<file path="src/rtl/display_pkg.sv">
// Shared constants and helpers for the multiplexed 7-segment display path.
package display_pkg;

  // Default width of one BCD digit.
  localparam int DIGIT_W_DEFAULT = 4;

  // Supported range for the number of scanned positions.
  localparam int N_DIGITS_MIN = 2;
  localparam int N_DIGITS_MAX = 8;

  // Digit value that reads as a blank (leading zero) position.
  localparam logic [3:0] BCD_BLANK = 4'h0;

  // True when exactly one bit of the (zero-extended) select vector is set.
  function automatic logic is_onehot(input logic [N_DIGITS_MAX-1:0] v);
    return (v != 8'h00) && ((v & (v - 8'h01)) == 8'h00);
  endfunction

endpackage

</file>
<file path="src/rtl/refresh_tick_gen.sv">
// Refresh prescaler: counts 0..REFRESH_DIV-1 while enabled and raises tick
// on the terminal count, wrapping back to zero. Disabled means frozen.
module refresh_tick_gen #(
  parameter int REFRESH_DIV = 27000
) (
  input  logic clk,
  input  logic rst,
  input  logic en,
  output logic tick
);

  localparam int CNT_W = (REFRESH_DIV > 1) ? $clog2(REFRESH_DIV) : 1;
  localparam logic [CNT_W-1:0] TERM_CNT = CNT_W'(REFRESH_DIV - 1);

  logic [CNT_W-1:0] cnt_q;
  logic [CNT_W-1:0] cnt_d;
  logic             tick_s;

  // Next prescaler count; a tick only exists on an enabled terminal cycle.
  always_comb begin
    tick_s = en && (cnt_q == TERM_CNT);
    if (!en) begin
      cnt_d = cnt_q;
    end else if (tick_s) begin
      cnt_d = {CNT_W{1'b0}};
    end else begin
      cnt_d = cnt_q + CNT_W'(1);
    end
  end

  // Prescaler state register.
  always_ff @(posedge clk or posedge rst) begin
    if (rst) begin
      cnt_q <= {CNT_W{1'b0}};
    end else begin
      cnt_q <= cnt_d;
    end
  end

  assign tick = tick_s;

endmodule

</file>
<file path="src/rtl/display_scan_mux.sv">
// Multiplexed display scanner: rotates a one-hot digit select every refresh
// slot and presents the matching nibble of a frame-latched BCD word.
// Optional feature macro: LEADING_ZERO_BLANK_EN (blank leading-zero slots).
module display_scan_mux
  import display_pkg::*;
#(
  parameter int N_DIGITS    = 4,
  parameter int DIGIT_W     = DIGIT_W_DEFAULT,
  parameter int REFRESH_DIV = 27000
) (
  input  logic                         clk,
  input  logic                         rst,
  input  logic                         en,
  input  logic [N_DIGITS*DIGIT_W-1:0]  cdu,
  output logic [N_DIGITS-1:0]          sel,
  output logic [DIGIT_W-1:0]           digit,
  output logic [$clog2(N_DIGITS)-1:0]  idx,
  output logic                         frame_start
);

  localparam int IDX_W = $clog2(N_DIGITS);
  localparam int FW    = N_DIGITS * DIGIT_W;
  localparam logic [N_DIGITS-1:0] SEL_POS0 = N_DIGITS'(1);

  logic                tick_s;
  logic                wrap_s;
  logic [DIGIT_W-1:0]  digit_sel_s;

  // The ring is the true scan position; sel may differ from it when blanking.
  logic [N_DIGITS-1:0] sel_ring_q, sel_ring_d;
  logic [IDX_W-1:0]    idx_q, idx_d;
  logic [DIGIT_W-1:0]  digit_q, digit_d;
  logic [FW-1:0]       frame_q, frame_d;
  logic                frame_start_q, frame_start_d;

`ifdef LEADING_ZERO_BLANK_EN
  logic                blank_s;
  logic [N_DIGITS-1:0] sel_out_q, sel_out_d;
`endif

  refresh_tick_gen #(
    .REFRESH_DIV (REFRESH_DIV)
  ) u_tick (
    .clk  (clk),
    .rst  (rst),
    .en   (en),
    .tick (tick_s)
  );

  // Slot advance: rotate select, take a snapshot at frame wrap or on a
  // corrupted select, and pick the digit for the new position.
  always_comb begin
    sel_ring_d    = sel_ring_q;
    idx_d         = idx_q;
    frame_d       = frame_q;
    frame_start_d = 1'b0;
    wrap_s        = 1'b0;
    digit_sel_s   = {DIGIT_W{1'b0}};

    if (tick_s) begin
      if (!is_onehot(N_DIGITS_MAX'(sel_ring_q)) || sel_ring_q[N_DIGITS-1]) begin
        wrap_s = 1'b1;
      end else begin
        wrap_s = 1'b0;
      end
      if (wrap_s) begin
        sel_ring_d    = SEL_POS0;
        idx_d         = {IDX_W{1'b0}};
        frame_d       = cdu;
        frame_start_d = 1'b1;
      end else begin
        sel_ring_d    = {sel_ring_q[N_DIGITS-2:0], 1'b0};
        idx_d         = idx_q + IDX_W'(1);
      end
    end else begin
      wrap_s = 1'b0;
    end

    // Position 0 of a new frame reads straight from the incoming snapshot.
    for (int j = 0; j < N_DIGITS; j++) begin
      if (IDX_W'(j) == idx_d) begin
        digit_sel_s = frame_d[j*DIGIT_W +: DIGIT_W];
      end else begin
        digit_sel_s = digit_sel_s;
      end
    end

`ifdef LEADING_ZERO_BLANK_EN
    // A slot above position 0 is blank when it and all higher digits are zero.
    blank_s = 1'b0;
    if (idx_d != {IDX_W{1'b0}}) begin
      blank_s = 1'b1;
      for (int j = 0; j < N_DIGITS; j++) begin
        if ((IDX_W'(j) >= idx_d) &&
            (frame_d[j*DIGIT_W +: DIGIT_W] != DIGIT_W'(BCD_BLANK))) begin
          blank_s = 1'b0;
        end else begin
          blank_s = blank_s;
        end
      end
    end else begin
      blank_s = 1'b0;
    end

    sel_out_d = sel_out_q;
    digit_d   = digit_q;
    if (tick_s) begin
      if (blank_s) begin
        sel_out_d = {N_DIGITS{1'b0}};
        digit_d   = {DIGIT_W{1'b0}};
      end else begin
        sel_out_d = sel_ring_d;
        digit_d   = digit_sel_s;
      end
    end else begin
      sel_out_d = sel_out_q;
      digit_d   = digit_q;
    end
`else
    if (tick_s) begin
      digit_d = digit_sel_s;
    end else begin
      digit_d = digit_q;
    end
`endif
  end

  // Scan state and registered outputs.
  always_ff @(posedge clk or posedge rst) begin
    if (rst) begin
      sel_ring_q    <= SEL_POS0;
      idx_q         <= {IDX_W{1'b0}};
      digit_q       <= {DIGIT_W{1'b0}};
      frame_q       <= {FW{1'b0}};
      frame_start_q <= 1'b0;
    end else begin
      sel_ring_q    <= sel_ring_d;
      idx_q         <= idx_d;
      digit_q       <= digit_d;
      frame_q       <= frame_d;
      frame_start_q <= frame_start_d;
    end
  end

`ifdef LEADING_ZERO_BLANK_EN
  // Visible select, cleared for blanked slots.
  always_ff @(posedge clk or posedge rst) begin
    if (rst) begin
      sel_out_q <= SEL_POS0;
    end else begin
      sel_out_q <= sel_out_d;
    end
  end

  assign sel = sel_out_q;
`else
  assign sel = sel_ring_q;
`endif

  assign idx         = idx_q;
  assign digit       = digit_q;
  assign frame_start = frame_start_q;

endmodule

</file>
<file path="config.mk">
export PLATFORM = sky130hd
export DESIGN_NAME = display_scan_mux
export DESIGN_NICKNAME = d
export VERILOG_FILES = /design/src/rtl/display_pkg.sv /design/src/rtl/refresh_tick_gen.sv /design/src/rtl/display_scan_mux.sv
export SDC_FILE = /design/constraint.sdc
export NUM_CORES = 1
export LEC_CHECK = 0
export BUFFER_PORTS_ARGS = -buffer_cell sky130_fd_sc_hd__clkbuf_2
export CORE_UTILIZATION = 25
export DETAILED_ROUTE_END_ITERATION = 7
export MAX_ROUTING_LAYER = met4
export SLEW_MARGIN = 20
export SYNTH_ARGS = -nofsm -noshare
export SYNTH_HDL_FRONTEND = slang
export SYNTH_HIERARCHICAL = 1
export SYNTH_SLANG_ARGS = --single-unit
</file>
<file path="constraint.sdc">
create_clock -name clk -period 2.29 [get_ports clk]
set_input_delay 0.458 -clock clk [delete_from_list [all_inputs] [get_ports clk]]
set_output_delay 0.458 -clock clk [all_outputs]
set_load 0.01 [all_outputs]
</file>
==> results of run 1 <==
## cells in the mapped netlist, types with 2 or more instances
cell / number / share of area (%)
xor2_1: 5 / 2.2
nor2_1: 14 / 2.6
a311oi_1: 4 / 1.7
nand4_1: 4 / 1.2
xnor2_1: 10 / 4.3
and4_1: 2 / 0.87
o22ai_1: 5 / 1.5
dfrtp_1: 41 / 51
o2111a_1: 4 / 2.2
mux2i_1: 8 / 4.0
nand2_1: 47 / 8.7
o211ai_1: 2 / 0.74
nand3_1: 4 / 0.99
buf_6: 2 / 1.1
inv_1: 12 / 2.2
o22a_1: 2 / 0.87
clkbuf_1: 2 / 0.37
o21ai_0: 2 / 0.49
nor3_1: 3 / 0.74
nor4_2: 3 / 1.9
## worst reg2reg max path: cells and delay by family, from the launching register on
kind | cells | cell delay, ns
simple gates | 4 | 1.02
buf+inv | 1 | 0.16
fa+ha+maj | 1 | 0.19
flops | 1 | 0.42
compound gates | 2 | 0.26
## final cells by class
cell class / instances / area [µm²] / share of cell area [%]
clock buffers: 6 / 72.57 / 2.940
well taps: 102 / 127.6 / 5.170
clock inverters: 2 / 37.54 / 1.521
flip-flops and latches: 42 / 1052 / 42.63
multi-input cells: 136 / 887.1 / 35.94
inverters: 13 / 51.30 / 2.078
repair buffers: 40 / 240.2 / 9.731
## power groups by stage
stage	clock network, W	logic [W]	registers, W
floorplan	0	0.000148	0.000867
global placement	0	0.000224	0.000872
detailed placement	0	0.000227	0.000871
CTS	0.000600	0.000230	0.000859
global route	0.000618	0.000259	0.000871
finish	0.000583	0.000227	0.000860
## flip-flops by register name, indices dropped and copies added (netlist names)
register and flops:
sel 4, frame_start 1, u_tick/cnt_q 15, frame_q 16
idx 2, digit 4
## worst max-delay path by stage
stage | from | endpoint | slack (ns) | depth (start not counted)
CTS | u_tick/cnt_q[0] | digit[2] | 0.10 | 9
finish | u_tick/cnt_q[0] | digit[2] | 0.11 | 8
global placement | u_tick/cnt_q[0] | digit[2] | 0.18 | 8
global route | u_tick/cnt_q[0] | digit[2] | 0.005 | 9
detailed placement | u_tick/cnt_q[0] | digit[1] | 0.10 | 9
floorplan | u_tick/cnt_q[0] | digit[2] | 0.05 | 8
## layer usage
| layer | vias up | wire [µm] |
|---|---|---|
| li1 | 763 | - |
| met3 | 8 | 146 |
| met2 | 30 | 1958 |
| met4 | 0 | 60 |
| met1 | 763 | 2100 |
| met5 | - | 0 |
## kinds of logic (layout without fill, tap and decap cells)
group / Yosys count / count (layout) / synth area share, %
and+or+nand+nor: 88 / 88 / 22.02
DFF: 42 / 42 / 52.01
AOI/OAI and AO/OA: 22 / 22 / 9.153
buffers and inverters: 19 / 61 / 4.452
xor gates and xnor gates: 15 / 15 / 6.493
muxes: 10 / 10 / 5.257
adders and majority gates: 1 / 1 / 0.6183
## metrics by stage
| stage | instances | setup WS [ns] | power, W | utilization, % |
|---|---|---|---|---|
| finish | 341 | 0.1120 | 0.001670 | 31.78 |
| floorplan | 197 | 0.05084 | 0.001014 | - |
| global placement | 333 | 0.1821 | 0.001096 | 30.25 |
| global route | 341 | 0.005097 | 0.001749 | 31.78 |
| detailed placement | 333 | 0.1018 | 0.001098 | 30.25 |
| CTS | 341 | 0.1030 | 0.001689 | 31.67 |
## timing repair
item                       CTS  global route
buffers inserted             0             0
hold buffers                 0             0
setup endpoints to repair    0             4
resized for setup            0             3
==> flow_metrics.tcl, run 1 <==
set metrics [dict create \
    run_status "finished clean" \
    min_period_ns 2.178 \
    synth_edf_count 0 \
    area_growth_pct 22.02 \
    vias 1564 \
    design_area_um2 2469 \
    fin_crit_sh_pct 95.11 \
    drtIter0Drc 32 \
    drcViolationCount 0 \
    grt_usage_pct 11.37 \
    avgSynthCellArea_um2 10.27 \
    fmax_ghz 0.4591 \
    grtUsageMet1_pct 15.11 \
    setup_tns_ns 0 \
    path_cells "ha_1 > and4_2 > and4_1 > buf_12 > nand2_1 > or4_1 > o22ai_1 > a311oi_2" \
    finClkSkew_ns 0.004811 \
    top_usage_layer "met2" \
    drive_above_1_share_pct 25.10 \
    htreeDepth 2 \
    placed_area_um2 2350 \
    final-setup-viol-count 0 \
    cp.arrival_ns 2.34 \
    path_class "register to register" \
    grt_remaining_overflow 0 \
    p_leak_nw 1.241 \
    r2r_slack_ns 0.11 \
    worst-path-max-fanout 14 \
    cts.sinks 42 \
    peakVddDrop_uv 218.5 \
    num_rows 32 \
    diodes 0 \
    grt_pass1_vias 1594 \
    worst_setup_path_start_kind "register" \
    use_met2_pct 16.85 \
    r2r-start "u_tick/cnt_q[0]" \
    final_cell_mix "nand2_1 (47), dfrtp_1 (41), clkbuf_2 (29)" \
    critPathTopFamily "simple AND/OR/NAND/NOR gates" \
    firstDrtPassIters 4 \
    rsz0062_at_grt "false" \
    p_clk_share_pct 34.9 \
    async_flop_share_pct 100.0 \
    via_per_inst 4.587 \
    synth_seq_cells 42 \
    ant_nets 0 \
    syn_inst 197 \
    tritoncts "done" \
    holdWs_ns 0.2139 \
    wl_um 4265 \
    met3_usage_pct 2.736 \
    fp.dieW_um 91.96 \
    port_buffers 29 \
    path_clk_slew_ns 0.08 \
    cp-end-kind "register" \
    synthDistinctLibCells 41 \
    combPwrFrac_pct 13.6 \
    die-area_um2 8457 \
    path_buf_inv 1 \
    worst-r2r-cell-count 8 \
    worstReg2RegEnd "digit[2]" \
    core_area_um2 7767 \
    clkLatencyLatePin_ns 0.29 \
    slowest_delay_ns 0.48 \
    drv_cap 0 \
    dp_hpwl_um 3040 \
    maxSlewHeadroom_pct 50.63 \
    clock_path_buffers 2 \
    initial_core_util_pct 26.05 \
    numCtsBuffers 5 \
    pwr-share-seq_pct 51.5 \
    hold_violations 0 \
    p_int_w 0.001232 \
    nFillCells 811 \
    slew_violations 0 \
    worstPathRequired_ns 2.45 \
    power.switching_w 0.0004377 \
    syn-num-nets 217 \
    die_h_um 91.96 \
    wl_per_cell_um 12.51 \
    ys.flop_type "dfrtp_1" \
    cts_root_buf "clkbuf_8" \
    gp_congestion 0.7680 \
    pin_count 30 \
    layout_commonest_cell "nand2_1" \
    grt_max_degree 21 \
    crit_slowest_cell "or4_1" \
    grt_pass1_wl_um 7417 \
    ys_warn_count 6 \
    synth.cell_area_um2 2023 \
    grt_antenna_before_repair 0 \
    p_per_area_nw_per_um2 676.3 \
    nets 258 \
    worst_pin_slew_ns 0.7397 \
    seq_area_frac_synth_pct 52.01 \
    hp-class "input pin to asynchronous set/reset pin" \
    switching_share_pct 26.21 \
]
Power figures use the tool's default switching activity.
==> inputs of run 2 (changes only) <==
- clock period: 2.29 -> 2.5 ns (I/O delays scaled with it)
==> run 2 against run 1 <==
  * Clock skew increased by 0.0071 ns
  * Critical path depth unchanged
  * Sequential share of layout area increased by 1.1 points
  * Utilization decreased by 0.79 points
  * Sequential cell count unchanged
==> flow_metrics.tcl, run 2 (synthesis results as in run 1) <==
set metrics [dict create \
    layout_commonest_cell "nand2_1" \
    final-setup-viol-count 0 \
    finClkSkew_ns 0.01190 \
    drcViolationCount 0 \
    peakVddDrop_uv 240.5 \
    port_buffers 29 \
    clock_path_buffers 2 \
    design_power_total_w 0.001512 \
    numCtsBuffers 5 \
    grt_max_degree 28 \
    p_int_w 0.001113 \
    num_rows 32 \
    fmax_ghz 0.4240 \
    p_per_area_nw_per_um2 628.2 \
    core_area_um2 7767 \
    ant_nets 0 \
    combPwrFrac_pct 11.7 \
    drive_above_1_share_pct 23.18 \
    path_class "register to register" \
    die_h_um 91.96 \
    fp.dieW_um 91.96 \
    switching_share_pct 26.41 \
    tritoncts "done" \
    worst_setup_path_start_kind "register" \
    diodes 0 \
    hp-class "input pin to asynchronous set/reset pin" \
    die-area_um2 8457 \
    min_period_ns 2.359 \
    htreeDepth 2 \
    cp.arrival_ns 2.52 \
    nets 252 \
    fin_crit_sh_pct 94.35 \
    rsz0062_at_grt "false" \
    hold_violations 0 \
    drtIter0Drc 50 \
    dp_cells 327 \
    gp_congestion 0.8053 \
    initial_core_util_pct 26.05 \
    p_clk_share_pct 35.5 \
    cp-end-kind "register" \
    power.switching_w 0.0003994 \
    wl_per_cell_um 12.37 \
    pre_cts_slack_ns 0.1173 \
    final_cell_mix "nand2_1 (47), dfrtp_1 (41), clkbuf_2 (29)" \
    setup_tns_ns 0 \
    pin_count 30 \
    ctsHoldBuffers 0 \
    worst_pin_slew_ns 0.5804 \
    pwr-share-seq_pct 52.9 \
    grt_pass1_vias 1541 \
    clkLatencyLatePin_ns 0.30 \
    drv_cap 0 \
    grt_remaining_overflow 0 \
    via_per_inst 4.519 \
    p_leak_nw 1.207 \
    timing.final.ws_setup_ns 0.1413 \
    reg_top3 "frame_q x16, u_tick/cnt_q x15" \
    area_growth_pct 18.99 \
    grt_antenna_before_repair 0 \
    largest_reg_flops 16 \
    post-cts-setup-buffers 0 \
    grt_pass1_wl_um 7251 \
    stdcell_count 335 \
    cts.sinks 42 \
    grt_usage_pct 11.26 \
    run_status "finished clean" \
    dp_hpwl_um 2953 \
    worst-path-max-fanout 13 \
    wl_um 4143 \
    worstPathRequired_ns 2.67 \
    slew_violations 0 \
    regMostFlops "frame_q" \
    cts_root_buf "clkbuf_8" \
    vias 1514 \
    maxSlewHeadroom_pct 61.26 \
    firstDrtPassIters 4 \
    path_clk_slew_ns 0.09 \
]
[run 2: area by class of cell]
type | count | area [µm²]
well taps | 102 | 127.6
fillers | 830 | 5360
flip-flops and latches | 42 | 1052
repair buffers | 34 | 182.7
inverters | 13 | 51.30
clock buffers | 6 | 72.57
clock inverters | 2 | 37.54
multi-input cells | 136 | 883.3
[run 2: worst paths after layout]
| kind | from | endpoint | slack (ns) | depth (start not counted) |
|---|---|---|---|---|
| setup / recovery | u_tick/cnt_q[0] | digit[1] | 0.14 | 8 |
| min in group clk | cdu[15] | frame_q[15] | 0.38 | 3 |
| setup reg to reg | u_tick/cnt_q[0] | digit[1] | 0.14 | 8 |
| max in group asynchronous | rst | u_tick/cnt_q[10] | 1.87 | 2 |
| hold reg to reg | frame_q[9] | frame_q[9] | 0.48 | 2 |
| hold / removal | rst | idx[0] | 0.25 | 3 |
[run 2: worst max-delay path, cell delays in order, from the launching register on]
cell      delay [ns]
dfrtp_1         0.42
ha_2            0.24
and4_2          0.23
and4_1          0.29
buf_4           0.23
nand2_1         0.05
or4_1           0.50
o22ai_1         0.19
a311oi_1        0.07
[run 2: per-layer routing]
metal	up-vias	wire (µm)	track usage, %
li1	749	-	-
met1	739	2066	15.08
met2	20	1880	16.67
met3	6	124	2.405
met4	0	71	4.297
met5	-	0	-
[run 2: power groups by stage]
stage	registers (W)	logic (W)	clock network, W
detailed placement	0.000809	0.000177	0
floorplan	0.000794	0.000135	0
global placement	0.000808	0.000169	0
global route	0.000808	0.000205	0.000567
CTS	0.000798	0.000177	0.000554
finish	0.000800	0.000176	0.000536
[run 2: metrics by stage]
stage	util, %	instance area (µm²)	hold WS [ns]
floorplan	-	2023	0.4015
CTS	30.93	2402	0.2598
global placement	29.51	2292	0.4606
finish	30.99	2407	0.2472
detailed placement	29.51	2292	0.4661
global route	30.99	2407	0.3027
[run 2: timing repair]
item                                   CTS  global route
setup endpoints to repair                0             4
endpoints found under the hold margin    0             0
gates resized for setup                  0             3
==> inputs of run 3 (changes only) <==
- ABC_AREA: default -> 1
==> run 3 against run 2 <==
  * The flow now finishes with violations (design-rule violations)
  * Register-to-register slack improved by 0.14 ns
  * Sequential share of layout area is 3.7 points lower
  * Maximum frequency increased by 6.4%
  * Critical path depth increased by 5
  * Utilization fell by 1.1 points
  * Cell count grew 26%
  * Critical path type unchanged
  * Cell area rose by 9.3%
==> flow_metrics.tcl, run 3 <==
set metrics [dict create \
    avgSynthCellArea_um2 8.202 \
    grt_pass1_vias 1808 \
    yosysTopAreaCell "dfrtp_1" \
    grt_pass1_wl_um 8590 \
    syn-num-nets 299 \
    regMostFlops "frame_q" \
    grt_remaining_overflow 0 \
    grt_usage_pct 11.82 \
    htreeDepth 2 \
    synth.top_cell.area_share_pct 44.83 \
    drcViolationCount 4 \
    vias 1895 \
    peakVddDrop_uv 169.8 \
    run_status "finished with violations" \
    nets 334 \
    worst_setup_path_start_kind "register" \
    maxSlewHeadroom_pct 58.10 \
    area_growth_pct 14.93 \
    drtIter0Drc 105 \
    pin_count 30 \
    dp_hpwl_um 3973 \
    firstDrtPassIters 6 \
    p_leak_nw 1.422 \
    rsz0062_at_grt "false" \
    largest_reg_flops 16 \
    fp.dieW_um 97.68 \
    worst-path-max-fanout 19 \
    numCtsBuffers 5 \
    synth_top_family_by_area "simple AND/OR/NAND/NOR gates" \
    ant_nets 0 \
    yosys.area_share.adder_pct 0.5467 \
    synthDistinctLibCells 32 \
    netlist_top_cells_area "dfrtp_1 (45%), nand2_1 (11%), nand3_1 (7.4%), nand2_2 (5.7%), nor2_1 (5.1%)" \
    synth.cell_area_um2 2288 \
    multiInputGateArea_um2 1052 \
    path_class "register to register" \
    tritoncts "done" \
    clkLatencyLatePin_ns 0.30 \
    clock_path_buffers 2 \
    worst_pin_slew_ns 0.6279 \
    cp.arrival_ns 2.41 \
    reg_top3 "frame_q x16, u_tick/cnt_q x15" \
    finClkSkew_ns 0.01124 \
    yosys-top-cells-count "nand2_1 (66), dfrtp_1 (41), nand3_1 (34)" \
    ys.flop_type "dfrtp_1" \
    path_clk_slew_ns 0.08 \
    nFillCells 938 \
    die_h_um 97.68 \
    seq_area_frac_synth_pct 45.98 \
    synth_seq_cells 42 \
    async_flop_share_pct 100.0 \
    min_period_ns 2.216 \
    syn_inst 279 \
    setup_tns_ns 0 \
    post_synth_mux_area_share_pct 0 \
    diodes 0 \
    cts_root_buf "clkbuf_8" \
    slew_violations 0 \
    cts.sinks 42 \
    layout_commonest_cell "nand2_1" \
    synth_compound_gate_area_share_pct 3.827 \
    wl_per_cell_um 12.17 \
    ys_warn_count 6 \
    yosys.area_share.simple_pct 40.35 \
    grt_max_degree 28 \
    drive_above_1_share_pct 28.89 \
    via_per_inst 4.480 \
    p_per_area_nw_per_um2 597.3 \
    drv_cap 0 \
    final_cell_mix "nand2_1 (66), dfrtp_1 (40), nand3_1 (34)" \
    fin_crit_sh_pct 88.64 \
    port_buffers 29 \
    num_rows 34 \
    hp-class "input pin to asynchronous set/reset pin" \
    grt_antenna_before_repair 0 \
    worstPathRequired_ns 2.70 \
    core_area_um2 8806 \
    final-setup-viol-count 0 \
    yosysMostFrequentCell "nand2_1" \
    hold_violations 0 \
    utilization_pct 29.87 \
    wl_um 5146 \
    fmax_ghz 0.4512 \
    cp-end-kind "register" \
    die-area_um2 9540 \
    gp_congestion 0.8390 \
    synth-xor-area-share_pct 1.148 \
    initial_core_util_pct 25.99 \
    regArea_um2 1054 \
    violations "design-rule violations" \
    synth_edf_count 0 \
    post-cts-setup-buffers 0 \
]
-- run 3: power breakdown --
| part | switching, W | internal (W) |
|---|---|---|
| Clock | 0.000238 | 0.000197 |
| Sequential | 0.0000829 | 0.000739 |
| Combinational | 0.000205 | 0.000109 |
| Total | 0.000526 | 0.00105 |
-- run 3: per-layer routing --
| layer | routed length, µm | share of wire, % | GRT usage [%] |
|---|---|---|---|
| met5 | 0 | 0 | - |
| met2 | 2331 | 45 | 17.40 |
| met1 | 2588 | 50 | 16.05 |
| met3 | 190 | 3.7 | 2.230 |
| met4 | 36 | 0.70 | 4.545 |
-- run 3: layout make-up --
type | instances | area share, %
inverters | 32 | 4.567
clock inverters | 2 | 0.5233
multi-input cells | 199 | 40.01
clock buffers | 6 | 2.759
well taps | 108 | 5.138
repair buffers | 34 | 6.946
flip-flops and latches | 42 | 40.06
-- run 3: path summary, 6_finish.rpt --
check / startpoint / end / slack (ns) / cells past startpoint
max: u_tick/cnt_q[1] / digit[3] / 0.28 / 13
min: rst / frame_q[12] / 0.24 / 3
max reg2reg: u_tick/cnt_q[1] / digit[3] / 0.28 / 13
min reg2reg: frame_q[9] / frame_q[9] / 0.48 / 2
max in group asynchronous: rst / u_tick/cnt_q[0] / 1.80 / 2
min in group clk: cdu[12] / frame_q[12] / 0.42 / 3
-- run 3: cell families (layout without fill, tap and decap cells) --
family / Yosys count / in the layout
AOI/OAI and AO/OA: 15 / 15
DFF: 42 / 42
buffers and inverters: 38 / 74
and+or+nand+nor: 180 / 180
adders and majority gates: 1 / 1
xor gates and xnor gates: 3 / 3
-- run 3: timing repair --
action	4_1_cts	5_1_grt
resized for setup	0	3
setup endpoints to repair	0	3
hold buffers	0	0
-- run 3: per-stage QoR --
stage | cells | hold WS (ns) | total power [W] | cell area [µm²] | worst slack (ns)
floorplan | 279 | 0.4015 | 0.001070 | 2288 | 0.4770
global placement | 415 | 0.4564 | 0.001139 | 2540 | 0.2722
detailed placement | 415 | 0.4610 | 0.001142 | 2540 | 0.2146
CTS | 423 | 0.2478 | 0.001588 | 2626 | 0.1991
global route | 423 | 0.2730 | 0.001665 | 2630 | 0.03021
finish | 423 | 0.2379 | 0.001571 | 2630 | 0.2839
-- run 3: worst max-delay path: stages, from the launching register on --
cell	delay, ns
dfrtp_1	0.44
ha_2	0.28
nand3_1	0.09
nor2_1	0.10
nand2_1	0.18
inv_2	0.14
buf_4	0.17
nand2_8	0.12
nand2_1	0.09
nand2_1	0.08
o21ai_0	0.21
nand3_1	0.09
nand2_1	0.07
nand2_1	0.05
